<file path="src/rtl/mcoi_link_reset_sequencer.sv">
`default_nettype none
// ============================================================================
// Module   : mcoi_link_reset_sequencer
// Purpose  : Link bring-up and reset sequencer for the MCOI XU5 GBT path.
//            Waits for a stable external PLL with no optical LOS, then walks
//            the GBT PLL, TX and RX through staged reset pulses. Each stage
//            waits for its ready flag with a timeout and automatic retry.
//            In READY the link is supervised, and it falls back to the
//            lowest stage that has been lost.
// Ports    : clk_ik             100 MHz free-running clock
//            rst_ir             synchronous active-high reset
//            los_i              optical loss of signal (async)
//            ext_pll_ready_i    external PLL ready (async)
//            gbt_pll_locked_i   GBT 40 MHz PLL locked (async)
//            gbt_tx_ready_i     GBT TX ready (async)
//            gbt_rx_ready_i     GBT RX ready (async)
//            gbt_pll_reset_o    GBT PLL reset, active-high, registered
//            gbt_tx_reset_o     GBT TX reset, active-high, registered
//            gbt_rx_reset_o     GBT RX reset, active-high, registered
//            link_ready_o       high only in READY
//            state_o            current state encoding
//            retry_cnt_o        saturating count of stage timeouts
// Revision : 1.0 - initial release
// ============================================================================
module mcoi_link_reset_sequencer #(
    parameter int g_STABLE_CYCLES = 1000,
    parameter int g_RST_PULSE     = 16,
    parameter int g_TIMEOUT       = 1000000,
    parameter int g_TIMER_W       = 24
) (
    input  logic       clk_ik,
    input  logic       rst_ir,
    input  logic       los_i,
    input  logic       ext_pll_ready_i,
    input  logic       gbt_pll_locked_i,
    input  logic       gbt_tx_ready_i,
    input  logic       gbt_rx_ready_i,
    output logic       gbt_pll_reset_o,
    output logic       gbt_tx_reset_o,
    output logic       gbt_rx_reset_o,
    output logic       link_ready_o,
    output logic [2:0] state_o,
    output logic [7:0] retry_cnt_o
);

    localparam logic [2:0] c_ST_WAIT_EXT = 3'd0;
    localparam logic [2:0] c_ST_PLL_RST  = 3'd1;
    localparam logic [2:0] c_ST_PLL_WAIT = 3'd2;
    localparam logic [2:0] c_ST_TX_RST   = 3'd3;
    localparam logic [2:0] c_ST_TX_WAIT  = 3'd4;
    localparam logic [2:0] c_ST_RX_RST   = 3'd5;
    localparam logic [2:0] c_ST_RX_WAIT  = 3'd6;
    localparam logic [2:0] c_ST_READY    = 3'd7;

    localparam logic [g_TIMER_W-1:0] c_STABLE_LAST  = g_TIMER_W'(g_STABLE_CYCLES - 1);
    localparam logic [g_TIMER_W-1:0] c_PULSE_LAST   = g_TIMER_W'(g_RST_PULSE - 1);
    localparam logic [g_TIMER_W-1:0] c_TIMEOUT_LAST = g_TIMER_W'(g_TIMEOUT - 1);
    localparam logic [g_TIMER_W-1:0] c_TIMER_MAX    = {g_TIMER_W{1'b1}};

    // Synchronizer bit order: {los, ext_pll_ready, gbt_pll_locked, gbt_tx_ready, gbt_rx_ready}.
    // LOS resets to 1 so the link is treated as lost until proven otherwise.
    localparam logic [4:0] c_SYNC_RST = 5'b10000;

    logic [4:0]           r_sync_meta;
    logic [4:0]           r_sync;
    logic [2:0]           r_state;
    logic [g_TIMER_W-1:0] r_timer;
    logic [7:0]           r_retry_cnt;
    logic                 r_pll_reset;
    logic                 r_tx_reset;
    logic                 r_rx_reset;
    logic                 r_link_ready;

    logic [4:0] w_async;
    logic       w_los_s;
    logic       w_ext_pll_ready_s;
    logic       w_gbt_pll_locked_s;
    logic       w_gbt_tx_ready_s;
    logic       w_gbt_rx_ready_s;
    logic       w_ext_ok;
    logic [2:0] w_next_state;
    logic       w_retry;
    logic       w_timer_clr;

    assign w_async = {los_i, ext_pll_ready_i, gbt_pll_locked_i, gbt_tx_ready_i, gbt_rx_ready_i};

    assign w_los_s            = r_sync[4];
    assign w_ext_pll_ready_s  = r_sync[3];
    assign w_gbt_pll_locked_s = r_sync[2];
    assign w_gbt_tx_ready_s   = r_sync[1];
    assign w_gbt_rx_ready_s   = r_sync[0];

    assign w_ext_ok = w_ext_pll_ready_s & ~w_los_s;

    // Next-state decision. A ready flag in a WAIT state beats a coincident
    // timeout, so the simultaneous case advances without counting a retry.
    always_comb begin
        w_next_state = r_state;
        w_retry      = 1'b0;
        case (r_state)
            c_ST_WAIT_EXT: begin
                if (w_ext_ok && (r_timer == c_STABLE_LAST)) w_next_state = c_ST_PLL_RST;
            end
            c_ST_PLL_RST: begin
                if (r_timer == c_PULSE_LAST) w_next_state = c_ST_PLL_WAIT;
            end
            c_ST_PLL_WAIT: begin
                if (w_gbt_pll_locked_s) begin
                    w_next_state = c_ST_TX_RST;
                end else if (r_timer == c_TIMEOUT_LAST) begin
                    w_next_state = c_ST_PLL_RST;
                    w_retry      = 1'b1;
                end
            end
            c_ST_TX_RST: begin
                if (r_timer == c_PULSE_LAST) w_next_state = c_ST_TX_WAIT;
            end
            c_ST_TX_WAIT: begin
                if (w_gbt_tx_ready_s) begin
                    w_next_state = c_ST_RX_RST;
                end else if (r_timer == c_TIMEOUT_LAST) begin
                    w_next_state = c_ST_TX_RST;
                    w_retry      = 1'b1;
                end
            end
            c_ST_RX_RST: begin
                if (r_timer == c_PULSE_LAST) w_next_state = c_ST_RX_WAIT;
            end
            c_ST_RX_WAIT: begin
                if (w_gbt_rx_ready_s) begin
                    w_next_state = c_ST_READY;
                end else if (r_timer == c_TIMEOUT_LAST) begin
                    w_next_state = c_ST_RX_RST;
                    w_retry      = 1'b1;
                end
            end
            c_ST_READY: begin
                if (!w_ext_ok)                w_next_state = c_ST_WAIT_EXT;
                else if (!w_gbt_pll_locked_s) w_next_state = c_ST_PLL_RST;
                else if (!w_gbt_tx_ready_s)   w_next_state = c_ST_TX_RST;
                else if (!w_gbt_rx_ready_s)   w_next_state = c_ST_RX_RST;
            end
            default: begin
                w_next_state = c_ST_WAIT_EXT;
            end
        endcase

        // Losing the external reference trumps every other decision.
        if ((r_state != c_ST_WAIT_EXT) && !w_ext_ok) begin
            w_next_state = c_ST_WAIT_EXT;
            w_retry      = 1'b0;
        end
    end

    // In WAIT_EXT the timer measures an uninterrupted good window, so any
    // bad cycle restarts it.
    assign w_timer_clr = (w_next_state != r_state) ||
                         ((r_state == c_ST_WAIT_EXT) && !w_ext_ok);

    always_ff @(posedge clk_ik) begin
        if (rst_ir) begin
            r_sync_meta  <= c_SYNC_RST;
            r_sync       <= c_SYNC_RST;
            r_state      <= c_ST_WAIT_EXT;
            r_timer      <= '0;
            r_retry_cnt  <= 8'd0;
            r_pll_reset  <= 1'b1;
            r_tx_reset   <= 1'b1;
            r_rx_reset   <= 1'b1;
            r_link_ready <= 1'b0;
        end else begin
            r_sync_meta <= w_async;
            r_sync      <= r_sync_meta;
            r_state     <= w_next_state;

            if (w_timer_clr) begin
                r_timer <= '0;
            end else if (r_timer != c_TIMER_MAX) begin
                r_timer <= r_timer + 1'b1;
            end

            if (w_retry && (r_retry_cnt != 8'hFF)) begin
                r_retry_cnt <= r_retry_cnt + 8'd1;
            end

            // Outputs decode the next state so they switch with state_o.
            r_pll_reset  <= (w_next_state == c_ST_WAIT_EXT) || (w_next_state == c_ST_PLL_RST);
            r_tx_reset   <= (w_next_state <= c_ST_TX_RST);
            r_rx_reset   <= (w_next_state <= c_ST_RX_RST);
            r_link_ready <= (w_next_state == c_ST_READY);
        end
    end

    assign gbt_pll_reset_o = r_pll_reset;
    assign gbt_tx_reset_o  = r_tx_reset;
    assign gbt_rx_reset_o  = r_rx_reset;
    assign link_ready_o    = r_link_ready;
    assign state_o         = r_state;
    assign retry_cnt_o     = r_retry_cnt;

endmodule
`default_nettype wire

</file>
<file path="config.mk">
export PLATFORM = sky130hd
export DESIGN_NAME = mcoi_link_reset_sequencer
export DESIGN_NICKNAME = d
export VERILOG_FILES = /design/src/rtl/mcoi_link_reset_sequencer.sv
export SDC_FILE = /design/constraint.sdc
export NUM_CORES = 1
export LEC_CHECK = 0
export ABC_AREA = 1
export BUFFER_PORTS_ARGS = -buffer_cell sky130_fd_sc_hd__buf_2
export CAP_MARGIN = 5
export CORE_MARGIN = 2
export CORE_UTILIZATION = 54
export DETAILED_ROUTE_END_ITERATION = 8
export GPL_ROUTABILITY_DRIVEN = 1
export HOLD_SLACK_MARGIN = 0.08
export PLACE_DENSITY = 0.83
export RECOVER_POWER = 25
export SLEW_MARGIN = 30
export SYNTH_ARGS = -nofsm -noshare
export SYNTH_HDL_FRONTEND = slang
export SYNTH_SLANG_ARGS = --single-unit
</file>
<file path="constraint.sdc">
create_clock -name clk_ik -period 1.99 [get_ports clk_ik]
set_input_delay 0 -clock clk_ik [delete_from_list [all_inputs] [get_ports clk_ik]]
set_output_delay 0 -clock clk_ik [all_outputs]
set_load 0.03 [all_outputs]
</file>
* Yosys cells after proc, flatten, opt, wreduce, memory -nomap -nowiden
Cells that the tools add are included.
Storage, ports and cells: input port bits 7, output and inout port bits 15, logic and storage cells 63, register bits after elaboration 49
Cells by class: bitwise logic cells 2, add/subtract/negate cells 2, equality and inequality tests 15, magnitude comparators 2, mux-type cells 22, reductions and logical operators 11
Operators by type and width (number):
- $mux W3 | 15
- $add A24 B1 Y24 const B | 1
- $eq A24 B10 Y1 const B | 1
- $eq A24 B20 Y1 const B | 1
- $eq A24 B4 Y1 const B | 1
- $ne A24 B24 Y1 const B | 1
- $pmux W3 S8 | 1
- $eq A3 B3 Y1 const B | 5
- $add A8 B1 Y8 const B | 1
- $ne A8 B8 Y1 const B | 1
- $eq A3 B1 Y1 const B | 2
- $eq A3 B2 Y1 const B | 2
- $logic_not A3 Y1 | 2
- $mux W1 | 5
- $logic_and A1 B1 Y1 | 4
- $le A3 B2 Y1 const B | 1
- $le A3 B3 Y1 const B | 1
- $ne A3 B3 Y1 | 1
- $pmux W1 S3 | 1
- $reduce_bool A3 Y1 | 1
- $logic_or A1 B1 Y1 | 2
- $reduce_or A2 Y1 | 1
- $and A1 B1 Y1 | 1
- $logic_not A1 Y1 | 1
- $not A1 Y1 | 1

* Depth between registers and ports, before layout
depth in word-level cells 9, depth in mapped cells 17, depth with buffers taken out 16

* Worst setup path after synthesis
Ideal clock, no wire load.
kind reg-to-reg, start point reg r_state[1] (netlist: state_o[1]), end point reg r_timer[14], period minus slack after synthesis 1913 ps, buffers on the path 2, library setup time 62 ps, data required time 1928 ps, stages on the path, launching flop included 15, arrival 1851 ps, slack 77 ps, path through dfxtp_1 > buf_2 > inv_1 > nand2_1 > nor2_1 > inv_1 > nand2_1 > nand3_1 > nand2_1 > nor2_1 > nand2_1 > nor2_2 > nand2_2 > buf_6 > nor2_2
Between the ends: cells in the longest elaborated chain, start to end 9, elaborated cells between the ends (all ways) 30, those cells by class 8 x eq/ne; 16 x mux; 6 x reduce/logical
Ends and longest elaborated chain:
- start: declaration | RTL line 66 | logic [2:0] r_state;
- start signal: assignment | RTL line 164 | r_state <= c_ST_WAIT_EXT;
- start signal: assignment | RTL line 174 | r_state <= w_next_state;
- $mux W3 | RTL line 141 | else if (!w_gbt_rx_ready_s) w_next_state = c_ST_RX_RST;
- $mux W3 | RTL line 140 | else if (!w_gbt_tx_ready_s) w_next_state = c_ST_TX_RST;
- $mux W3 | RTL line 139 | else if (!w_gbt_pll_locked_s) w_next_state = c_ST_PLL_RST;
- $mux W3 | RTL line 138 | if (!w_ext_ok) w_next_state = c_ST_WAIT_EXT;
- $pmux W3 S8 | RTL line 100 | case (r_state)
- $mux W3 | RTL line 149 | if ((r_state != c_ST_WAIT_EXT) && !w_ext_ok) begin
- $ne A3 B3 Y1 | RTL line 157 | assign w_timer_clr = (w_next_state != r_state) ||
- $logic_or A1 B1 Y1 (*) | RTL line 157
- $reduce_or A2 Y1 (no line) (*)
- end signal: assignment | RTL line 179 | r_timer <= r_timer + 1'b1;
- end: declaration | RTL line 67 | logic [g_TIMER_W-1:0] r_timer;
Mark *: on every way between the ends. The rest lies on a longest branch, timed or not. A chain may end at the register's enable or synchronous reset.

* Worst setup path after layout
start point reg r_timer[8], end point reg r_timer[5]
Between the ends: cells in the longest elaborated chain, start to end 8, elaborated cells between the ends (all ways) 20, those cells by class 5 x eq/ne; 12 x mux; 3 x reduce/logical
Ends and longest elaborated chain:
- $eq A24 B20 Y1 or $eq A24 B10 Y1 (tied branches)
- $mux W3 (tied with other cells) | RTL line 132 | end else if (r_timer == c_TIMEOUT_LAST) begin
- $mux W3 (on tied branches)
- $pmux W3 S8 | RTL line 100
- $mux W3 | RTL line 149
- $ne A3 B3 Y1 | RTL line 157
- $logic_or A1 B1 Y1 | RTL line 157
- $reduce_or A2 Y1 (no line)
Several ways; a longest one is shown, not always the timed one.

==> impl_metrics.toml <==
[global_routing]
antenna_found_initial = 0
grt_pass1_vias = 2604
grt_pass1_wl_microns = 11700
globalRouteOverflowTotal = 0
grt_use_total_pct = 27.8
grt_max_degree = 21

[synthesis]
yosys.area_share.simple_pct = 41.8
muxShareOfSynthArea_pct = 0
yosys-top-cells-area = "dfxtp_1, nand2_1, nor2_1, inv_1, xor2_1"
synth-compound-area-share_pct = 4.34
synth_area_per_cell_sq_um = 6.79
ys_seq_area_share_pct = 36.2
synth_cell_types = 30
synth-adder-area-share_pct = 0.924
syn_area_sq_um = 2710
ys_seq_elements = 49
synth-xor-area-share_pct = 7.44
netlist_instances = 399
synth_nets = 408
yosysTopAreaCell = "dfxtp_1"
synth_top_family_by_area = "simple AND/OR/NAND/NOR gates"
synth_warnings = 0
synth.top_cell.area_share_pct = 36.2

[placed_design]
place_hpwl_microns = 4660
dp_cells = 503
place_area_sq_um = 3040
place_congestion = 0.967
portBuffers = 21

[critical_path]
critical_path_peak_fanout = 6
reg2regPathDepth = 18
reg2reg_setup_slack_ns = -0.23
startpoint = "r_timer[8]$_SDFFE_PP0P_"
reg2reg_from = "r_timer[8]$_SDFFE_PP0P_"
crit_type = "reg2reg"
start_kind = "register"
cp_cell_sequence = "inv_1 > nand2_1 > nor2_2 > nand2_1 > nor2_2 > nand3_1 > nand2_1 > nand2_1 > inv_1 > nand3_2 > nand2_2 > nand2_2 > nand2_2 > nor2_2 > nand2_2 > buf_6 > clkbuf_16 > nor2_2"
worstPathArrival_ns = 2.42
endpoint_kind = "register"
critPathSlowestCell = "dfxtp_2"
cpPeakStageDelay_ns = 0.35
regToRegEndpoint = "r_timer[5]$_SDFFE_PP0P_"
crit_required_ns = 2.20
crit_end = "r_timer[5]$_SDFFE_PP0P_"

[job]
drv_cap = 0

[clock_network]
htreeDepth = 2
cts.sinks = 49
numCtsBuffers = 5
clk_latency_ns = 0.31
root_buffer = "clkbuf_8"
clockBufferDepth = 2
cts_tree = "built"
path_clk_slew_ns = 0.09

[sta]
finalHoldViolCount = 0
slew_headroom_pct = 41.9
min_period_ns = 2.22
fmax_mhz = 451
timing.final.ws_setup_ns = -0.226
fin_skew_ns = 0.00545
worst_pin_slew_ns = 0.872
setup_viol_count_final = 24
fin_crit_sh_pct = 111
rsz0062_at_grt = "yes"
drv_slew = 0

[run_status]
outcome = "complete, but fails checks"
violations = "setup timing"

[pwr]
power_density_nw_per_um2 = 523
p_leak_uw = 0.00147
ir_worst_vdd_mv = 0.424

[die]
initial_utilization_pct = 56.6
chipHeight_microns = 74.8
pin_count = 22
die_w_microns = 74.8
row_count = 25
die_area_sq_um = 5600
core_area_sq_um = 4790

[routing]
drt_iter0_markers = 313
drc = 0
num_vias = 2972
antenna_left = 0
via_per_inst = 5.58
post_drt_wl_per_cell_microns = 15.0
drtPass1Iterations = 5
routed_wl_microns = 8010

[final_layout]
fin_nets = 474
drive_above_1_share_pct = 29.8
area_growth_pct = 33.3
diodes = 0
finalNonFillerCells = 533
fin_area_sq_um = 3610

[worst_hold_path]
min_path_type = "in2reg"
[synth_stat cells, drive strengths merged]
library cell	instances
a211oi	1
a21oi	13
buf	4
clkbuf	2
dfxtp	49
ha	2
inv	57
nand2	79
nand3	30
nand3b	1
nand4	12
nor2	91
nor3	16
nor3b	1
nor4	6
o21ai	9
or2	3
xnor2	6
xor2	17
[what timing repair did]
item,4_1_cts,5_1_grt
cloned,2,1
gates resized for setup,33,35
setup endpoints to repair,24,31
hold buffers,8,0
hold endpoints to repair,10,0
buffers inserted,7,5
pin swaps,15,10
[critical path: cells and delay by family, from the launching register on]
family        cells  cell delay (ns)
buf+inv           4             0.47
simple gates     14             1.29
flops             1             0.35
[report_power, final]
part	internal [uW]	leakage [uW]	switching [uW]
Combinational	23.6	0.000995	22.7
Clock	506	0.0000687	346
Sequential	989	0.000404	3.79
[layout by cell type (no fill, tap or decap), types with 6 or more instances in the layout]
| cell | count |
|---|---|
| nand2_1 | 72 |
| inv_1 | 55 |
| nor2_1 | 48 |
| dfxtp_1 | 36 |
| nor2_2 | 32 |
| buf_4 | 29 |
| nand3_1 | 24 |
| xor2_1 | 17 |
| buf_2 | 16 |
| nor3_1 | 13 |
| dfxtp_2 | 13 |
| nand4_1 | 12 |
| nor2_4 | 11 |
| a21oi_1 | 11 |
| o21ai_0 | 8 |
| dlygate4sd3_1 | 8 |
| nand2_2 | 7 |
| nor4_1 | 6 |
| xnor2_1 | 6 |
[final cells by class]
| type | instances | area [sq um] |
|---|---|---|
| Clock buffer | 5 | 68.8 |
| Clock inverter | 3 | 68.8 |
| Fill cell | 328 | 1170 |
| Inverter | 57 | 216 |
| Multi-Input combinational cell | 287 | 1650 |
| Sequential cell | 49 | 997 |
| Tap cell | 67 | 83.8 |
| Timing Repair Buffer | 65 | 531 |
[per-layer routing]
metal	vias up	part of all wire (%)	global-route usage [%]
met5	-	0	0
met4	0	6.2	15.1
met3	59	9.9	5.89
met2	197	46	45.4
met1	1328	38	34.2
li1	1388	-	-
[registers in the layout, indices dropped and copies added (netlist names)]
| register | count |
|---|---|
| retry_cnt_o | 8 |
| state_o | 3 |
| gbt_tx_reset_o | 1 |
| gbt_rx_reset_o | 1 |
| gbt_pll_reset_o | 1 |
| link_ready_o | 1 |
| r_sync_meta | 5 |
| r_timer | 24 |
| r_sync | 5 |
[worst min path at each step]
| stage | cells past startpoint | startpoint | end |
|---|---|---|---|
| 4_1_cts | 3 | los_i | r_sync_meta[4]$_SDFF_PP1_ |
| 6_report | 3 | los_i | r_sync_meta[4]$_SDFF_PP1_ |
| 5_1_grt | 2 | r_sync_meta[1]$_SDFF_PP0_ | r_sync[1]$_SDFF_PP0_ |
| 3_5_place_dp | 2 | los_i | r_sync_meta[4]$_SDFF_PP1_ |
| 2_1_floorplan | 1 | los_i | r_sync_meta[4]$_SDFF_PP1_ |
| 3_3_place_gp | 2 | los_i | r_sync_meta[4]$_SDFF_PP1_ |
[stage by stage]
step	hold WS (ns)	worst slack [ns]	TNS (ns)	power, uW	util [%]
final	0.406	-0.226	-5.03	1890	75.5
after global routing	0.419	-0.287	-6.58	1940	75.5
after floorplan	0.104	0.0774	0	1030	-
after CTS	0.407	0.000622	0	1900	72.3
after detailed placement	0.187	-0.100	-1.77	1040	63.5
after global placement	0.183	-0.0149	-0.119	1040	63.5
[cell families after synthesis]
family	after synthesis
AOI/OAI and AO/OA	23
xor gates and xnor gates	23
adders and majority gates	2
buffers and inverters	63
DFF	49
and+or+nand+nor	239
(Power assumes the default switching activity.)
